### src/rtl/int_request_ctrl_pkg.sv
// Shared types and default constants for the interrupt request controller.
package int_request_ctrl_pkg;

   typedef enum logic [1:0] {
      StIdle  = 2'd0,
      StReq   = 2'd1,
      StServe = 2'd2
   } state_e;

   localparam int unsigned NumSrcDefault    = 4;
   localparam logic [31:0] VecBaseDefault   = 32'h0000_0100;
   localparam logic [31:0] VecStrideDefault = 32'h0000_0010;

endpackage

### src/rtl/int_request_ctrl_prio_enc.sv
// Lowest-index-wins priority encoder over the eligible source vector.
module int_request_ctrl_prio_enc #(
   parameter int unsigned NUM_SRC = 4,
   parameter int unsigned ID_W    = (NUM_SRC > 1) ? $clog2(NUM_SRC) : 1
) (
   input  logic [NUM_SRC-1:0] eligible_i,
   output logic               valid_o,
   output logic [ID_W-1:0]    id_o
);

   always_comb begin
      valid_o = |eligible_i;
      id_o    = '0;
      // Scan downward so the lowest set index is the last assignment.
      for (int i = NUM_SRC - 1; i >= 0; i--) begin
         if (eligible_i[i]) id_o = ID_W'(i);
      end
   end

endmodule

### src/rtl/int_request_ctrl.sv
// Device-side vectored interrupt request controller with ack/EOI handshake.
// Optional ack timeout in REQ is enabled by defining INT_REQ_TIMEOUT_EN.
import int_request_ctrl_pkg::*;

module int_request_ctrl #(
   parameter int unsigned NUM_SRC    = NumSrcDefault,
   parameter logic [31:0] VEC_BASE   = VecBaseDefault,
   parameter logic [31:0] VEC_STRIDE = VecStrideDefault
`ifdef INT_REQ_TIMEOUT_EN
   ,
   parameter int unsigned ACK_TIMEOUT = 16
`endif
) (
   input  logic               clk,
   input  logic               reset,
   input  logic [NUM_SRC-1:0] done_i,
   input  logic               mask_we_i,
   input  logic [NUM_SRC-1:0] mask_wd_i,
   input  logic               int_ack_i,
   input  logic               eoi_i,
   output logic               interrupt_o,
   output logic [31:0]        int_addr_o,
   output logic [NUM_SRC-1:0] pending_o,
   output logic               busy_o
);

   localparam int unsigned IdW = (NUM_SRC > 1) ? $clog2(NUM_SRC) : 1;

   state_e             state_q, state_d;
   logic [NUM_SRC-1:0] done_q;
   logic [NUM_SRC-1:0] pending_q, pending_d;
   logic [NUM_SRC-1:0] mask_q, mask_d;
   logic [NUM_SRC-1:0] clr;
   logic [NUM_SRC-1:0] edge_det;
   logic [IdW-1:0]     cur_id_q, cur_id_d;
   logic [31:0]        addr_q, addr_d;
   logic               irq_q, irq_d;
   logic               win_valid;
   logic [IdW-1:0]     win_id;

`ifdef INT_REQ_TIMEOUT_EN
   logic [15:0] cnt_q, cnt_d;
   logic        timeout;

   assign timeout = (cnt_q == 16'(ACK_TIMEOUT - 1));
   // Zero outside REQ, so the count restarts on every entry into REQ.
   assign cnt_d   = (state_q == StReq) ? cnt_q + 16'd1 : '0;

   always_ff @(posedge clk or posedge reset) begin
      if (reset) cnt_q <= '0;
      else       cnt_q <= cnt_d;
   end
`endif

   assign edge_det = done_i & ~done_q;

   int_request_ctrl_prio_enc #(
      .NUM_SRC (NUM_SRC),
      .ID_W    (IdW)
   ) u_prio_enc (
      .eligible_i (pending_q & mask_q),
      .valid_o    (win_valid),
      .id_o       (win_id)
   );

   always_comb begin
      state_d  = state_q;
      cur_id_d = cur_id_q;
      addr_d   = addr_q;
      irq_d    = irq_q;
      clr      = '0;
      unique case (state_q)
         StIdle: begin
            if (win_valid) begin
               state_d  = StReq;
               cur_id_d = win_id;
               addr_d   = VEC_BASE + 32'(win_id) * VEC_STRIDE;
               irq_d    = 1'b1;
            end
         end
         StReq: begin
            if (int_ack_i) begin
               state_d       = StServe;
               irq_d         = 1'b0;
               clr[cur_id_q] = 1'b1;
`ifdef INT_REQ_TIMEOUT_EN
            end else if (timeout) begin
               // Withdraw but keep pending so IDLE re-arbitrates next cycle.
               state_d = StIdle;
               irq_d   = 1'b0;
`endif
            end
         end
         StServe: begin
            if (eoi_i) state_d = StIdle;
         end
         default: state_d = StIdle;
      endcase
   end

   // A new edge on the served source outranks its clear.
   assign pending_d = (pending_q & ~clr) | edge_det;
   assign mask_d    = mask_we_i ? mask_wd_i : mask_q;

   always_ff @(posedge clk or posedge reset) begin
      if (reset) begin
         state_q   <= StIdle;
         done_q    <= '0;
         pending_q <= '0;
         mask_q    <= '1;
         cur_id_q  <= '0;
         addr_q    <= '0;
         irq_q     <= 1'b0;
      end else begin
         state_q   <= state_d;
         done_q    <= done_i;
         pending_q <= pending_d;
         mask_q    <= mask_d;
         cur_id_q  <= cur_id_d;
         addr_q    <= addr_d;
         irq_q     <= irq_d;
      end
   end

   assign interrupt_o = irq_q;
   assign int_addr_o  = addr_q;
   assign pending_o   = pending_q;
   assign busy_o      = (state_q != StIdle);

endmodule

### config.mk
export PLATFORM = sky130hd
export DESIGN_NAME = int_request_ctrl
export DESIGN_NICKNAME = d
export VERILOG_FILES = /design/src/rtl/int_request_ctrl_pkg.sv /design/src/rtl/int_request_ctrl_prio_enc.sv /design/src/rtl/int_request_ctrl.sv
export SDC_FILE = /design/constraint.sdc
export NUM_CORES = 1
export LEC_CHECK = 0
export BUFFER_PORTS_ARGS = -buffer_cell sky130_fd_sc_hd__clkbuf_2
export CAP_MARGIN = 10
export CORE_ASPECT_RATIO = 1.75
export CORE_UTILIZATION = 35
export CTS_CLUSTER_DIAMETER = 80
export CTS_CLUSTER_SIZE = 28
export DETAILED_ROUTE_END_ITERATION = 10
export PLACE_DENSITY_LB_ADDON = 0.05
export SYNTH_ARGS = -nofsm -noshare
export SYNTH_HDL_FRONTEND = slang
export SYNTH_SLANG_ARGS = --single-unit
### constraint.sdc
create_clock -name clk -period 2 [get_ports clk]
set_input_delay 0.3 -clock clk [delete_from_list [all_inputs] [get_ports clk]]
set_output_delay 0.3 -clock clk [all_outputs]
set_load 0.01 [all_outputs]
After elaboration in Yosys (flattened, before gate mapping)
Index checks and enable logic that the tools add are counted.
- flip-flop bits (word level): 49
- logic and storage cells: 44
- input bits: 13
- output and inout port bits: 38
- magnitude comparators: 2
- eq/ne operators: 5
- $add $sub $neg: 1
- mux-type cells: 15
- bitwise logic cells: 6
- reductions and logical operators: 8
- operators by type and width (kind ; number):
    two-way mux 2 bit ; 7
    bitwise AND 4 bit ; 3
    adder 9 x 6 -> 10 bit (first input constant) ; 1
    two-way mux 4 bit ; 2
    NOT 4 bit ; 2
    case mux 2 bit (3 select lines) ; 1
    AND reduction 3 bit ; 2
    != test 2 bit (second input constant) ; 2
    bitwise OR 4 bit ; 1
    nonzero test 2 bit ; 2
    OR reduction 4 bit ; 1
    less-than comparator 2 x 3 -> 1 bit (second input constant) ; 1
    two-way mux 1 bit ; 3
    demux 1 bit (select 2 bit) ; 1
    equality test 2 x 1 -> 1 bit (second input constant) ; 1
    equality test 2 bit (second input constant) ; 1
    >= comparator 2 x 1 -> 1 bit (second input constant) ; 1
    zero test 2 bit ; 1
    != test 2 x 1 -> 1 bit (second input constant) ; 1
    case mux 1 bit (2 select lines) ; 1
    AND reduction 2 bit ; 1
    logical AND 1 bit ; 1

Longest topological paths before layout
- depth in word-level cells: 9
- gate-level depth with buffers: 4
- gate-level depth less buffers: 3

By module
From an unflattened synthesis, not the netlist that was laid out.
- cells, all modules: 94
- area total of the unflattened synthesis: 992.2 um2
- by module, submodules not included (module ; sequential area each (um2) ; area an instance (um2) ; cells an instance ; times used):
    int_request_ctrl ; 455.4 ; 957.2 ; 87 ; 1
    int_request_ctrl_prio_enc ; 0.0 ; 35.0 ; 7 ; 1

Worst setup path after synthesis
OpenSTA, ideal clock, no wires.
- path kind: flip-flop to flip-flop
- start point: register pending_q[0] (netlist: pending_o[0])
- end point: register addr_q[8] (netlist: int_addr_o[8])
- clock period less this slack: 1.122 ns
- path slack: 0.878 ns
- cell stages (with the launch flop): 4
- arrival time: 0.998 ns
- library setup time: 0.124 ns
- path buffers: 0
- data required time: 1.876 ns
- cells stage by stage: dfrtp_1 -> a22oi_1 -> a31oi_2 -> or2_1
- word-level cells in the longest chain between the ends: 3
- elaborated cells between the ends (all ways): 5
- classes of those cells: add/sub: 1; mux: 1; bitwise: 1; reduce/logical: 2
- RTL lines (what ; line ; text):
    start: declaration ; int_request_ctrl.sv:31 ; logic [NUM_SRC-1:0] pending_q, pending_d;
    start signal: assignment ; int_request_ctrl.sv:117 ; pending_q <= pending_d;
    bitwise AND 4 bit (*) ; int_request_ctrl.sv:61 ; .eligible_i (pending_q & mask_q),
    two-way mux 2 bit / OR reduction 4 bit (equally long branches) ; int_request_ctrl_prio_enc.sv:16, int_request_ctrl_prio_enc.sv:12 ;
    adder 9 x 6 -> 10 bit / AND reduction 2 bit (equally long branches) ; -- ;
    end signal: assignment ; int_request_ctrl.sv:120 ; addr_q <= addr_d;
    end: declaration ; int_request_ctrl.sv:36 ; logic [31:0] addr_q, addr_d;
Every way passes the cells marked *; elsewhere a longest branch is shown, timed or not.
A chain may end at the register's enable or synchronous reset.

Worst setup path in the final report
- start point: register state_q[0]
- end point: output busy_o
- word-level cells in the longest chain between the ends: 1
- RTL lines (what ; line ; text):
    start: declaration ; int_request_ctrl.sv:29 ; state_e state_q, state_d;
    start signal: assignment ; int_request_ctrl.sv:107 ; state_q <= StIdle;
    start signal: assignment ; int_request_ctrl.sv:115 ; state_q <= state_d;
    nonzero test 2 bit ; int_request_ctrl.sv:128 ; assign busy_o = (state_q != StIdle);
    end: declaration ; int_request_ctrl.sv:24 ; output logic busy_o
Every way passes these cells.

==> impl_metrics.csv <==
group,metric,value,unit
outcome,status,"finished, final reports clean",
critical_path,r2r_slack,0.81,ns
routing,wl,1465,um
critical_path,required,1.70,ns
synthesis,syn_inst,87,
layout,regArea,455.4,um2
routing,drtPass1Iterations,3,
layout,utilization,39.61,%
critical_path,reg2reg_to,"int_addr_o[8]$_DFFE_PP0P_",
layout,finalNetCount,124,
routing,drc_errors,0,
synthesis,synth.area.top_cells,"dfrtp_1 (38%), buf_4 (23%), dfstp_2 (11%), mux2_2 (4.9%), o21ai_0 (4.3%)",
synthesis,synth_seq_cells,18,
critical_path,crit_path_start,"state_q[0]$_DFFE_PP0P_",
floorplan,fp.dieW,40.93,um
routing,ant_nets,0,
layout,multi_input_area,330.3,um2
sta,post-route-min-period,1.447,ns
synthesis,seq_area_frac_synth,49.06,%
global_route,grt_pass1_vias,558,
global_route,grt_antenna_before_repair,0,
sta,fmax,691.1,MHz
floorplan,fp-row-count,24,
min_path,min_path_type,"in2async",
global_route,overflow,0,
cts,cts_sinks,18,
critical_path,critical_path_class,"reg2out",
cts,clk_pin_slew,0.07,ns
cts,cts_buffers,3,
cts,htreeDepth,1,
synthesis,ys_types,20,
layout,diodes,0,
critical_path,r2r_start,"pending_o[0]$_DFF_PP0_",
synthesis,synth_warnings,0,
power_and_ir_drop,leakage,0.5037,nW
floorplan,initial_utilization,37.25,%
layout,final_layout_size_suffix_gt1_share,30.00,%
floorplan,die_area,0.002870,mm2
place,portBuffers,21,
critical_path,arrival,1.15,ns
synthesis,yosysTopAreaCell,"dfrtp_1",
sta,skew,0.006563,ns
layout,layout_commonest_cell,"conb_1",
floorplan,boundaryPins,51,
sta,hold_viol,0,
layout,fillCellCount,273,
cts,cts_tree,"done",
place,hpwl,1179,um
place,place_congestion,0.6275,
routing,route.vias.total,590,
synthesis,synth.top_cell.area_share,37.74,%
sta,worstMarginPinSlew,0.6845,ns
routing,via_per_inst,4.338,
sta,tns,0,ns
floorplan,die_h,70.13,um
cts,cts_buffer_depth,2,
sta,slew_viol_final,0,
critical_path,rr_worst_depth,3,
routing,drt_iter0_drc,11,
job,cap_violations,0,
power_and_ir_drop,p_per_area,1220,mW/mm2
global_route,grt_usage,12.65,%
global_route,grt_max_degree,19,
critical_path,start_kind,"flip-flop",
synthesis,synth_area_per_cell,10.67,um2
sta,finalSetupViolCount,0,
cts,post_cts_buffers,0,
power_and_ir_drop,peakVddDrop,587.9,uV
sta,finalCritPeriodShare,72.35,%
cts,cts-root-buf,"clkbuf_8",
sta,rsz0062_at_grt,"no",
routing,routedWlPerCell,10.77,um
layout,syn_to_final_growth,6.334,%
cts,hold_buffers,0,
synthesis,netlist_area,928.4,um2
sta,fin_hold_ws,0.1198,ns
global_route,grt_pass1_wl,2373,um
layout,mostFrequentLayoutCells,"conb_1 (29), clkbuf_2 (21), dfrtp_1 (14), o21ai_0 (8), inv_1 (5)",
floorplan,core-area,0.002492,mm2
critical_path,end_kind,"primary output",
cts,clock_latency,0.25,ns
cts,cts_resized,0,
sta,maxSlewHeadroom,54.32,%
critical_path,crit_fanout,6,
-- layer usage --
| metal | global-route usage (%) | part of all wire (%) |
|---|---|---|
| met1 | 13.47 | 36 |
| met2 | 18.92 | 54 |
| met3 | 3.810 | 6.5 |
| met4 | 10.00 | 3.6 |
| met5 | 0 | 0 |
-- power by group --
part           internal (mW)  leakage (nW)  switching [mW]
registers              0.466         0.194          0.0961
logic                  0.173         0.287           0.215
clock network          0.141        0.0228           0.113
-- layout make-up --
| class | instances | share of cell area (%) |
|---|---|---|
| sequential | 18 | 46.13 |
| tap | 26 | 3.295 |
| clock buffer | 4 | 4.563 |
| timing repair buffer | 21 | 10.65 |
| multi-input combinational | 62 | 33.46 |
| inverter | 5 | 1.901 |
-- worst max path at each step --
stage	slack [ns]	cells past startpoint	end
after floorplan	0.88	3	int_addr_o[8]$_DFFE_PP0P_
after global placement	0.80	3	int_addr_o[8]$_DFFE_PP0P_
after detailed placement	0.81	3	int_addr_o[8]$_DFFE_PP0P_
after CTS	0.55	2	busy_o
after global routing	0.50	2	busy_o
final	0.55	2	busy_o
-- critical path, stage by stage (launching register included) --
cell,delay (ns)
dfrtp_1,0.40
or2_1,0.33
clkbuf_2,0.16
-- kinds of logic after synthesis --
| family | after synthesis | synth area share [%] |
|---|---|---|
| mux | 4 | 4.851 |
| flops | 18 | 49.06 |
| buf+inv | 35 | 26.68 |
| simple gates | 11 | 6.199 |
| compound gates | 18 | 12.80 |
| other cells | 1 | 0.4039 |
-- registers in the layout, summed over array words and instances, names as in the netlist --
signal and cells:
int_addr_o 2, pending_o 4, done_q 4, interrupt_o 1, state_q 2, cur_id_q 1, mask_q 4
-- stage by stage --
stage | std cells | area (um2) | total power, mW | setup slack, ns
after floorplan | 115 | 1033 | 0.8772 | 0.8776
after global routing | 136 | 987.2 | 1.307 | 0.4976
after CTS | 136 | 987.2 | 1.229 | 0.5494
after detailed placement | 132 | 942.2 | 0.9657 | 0.8146
final | 136 | 987.2 | 1.205 | 0.5529
after global placement | 132 | 942.2 | 0.9627 | 0.8034
-- cells in the mapped netlist --
library cell / count
inv_1: 5
dfstp_2: 4
o31ai_1: 1
o22a_1: 2
buf_6: 1
a22oi_1: 1
a21o_1: 2
mux2_2: 4
a32oi_1: 1
dfrtp_1: 14
buf_4: 29
a21oi_1: 2
conb_1: 1
or2_1: 2
nand3b_1: 1
nand2b_1: 3
nor2_1: 1
nand2_1: 4
o21ai_0: 8
a31oi_2: 1
(Power assumes the default switching activity.)
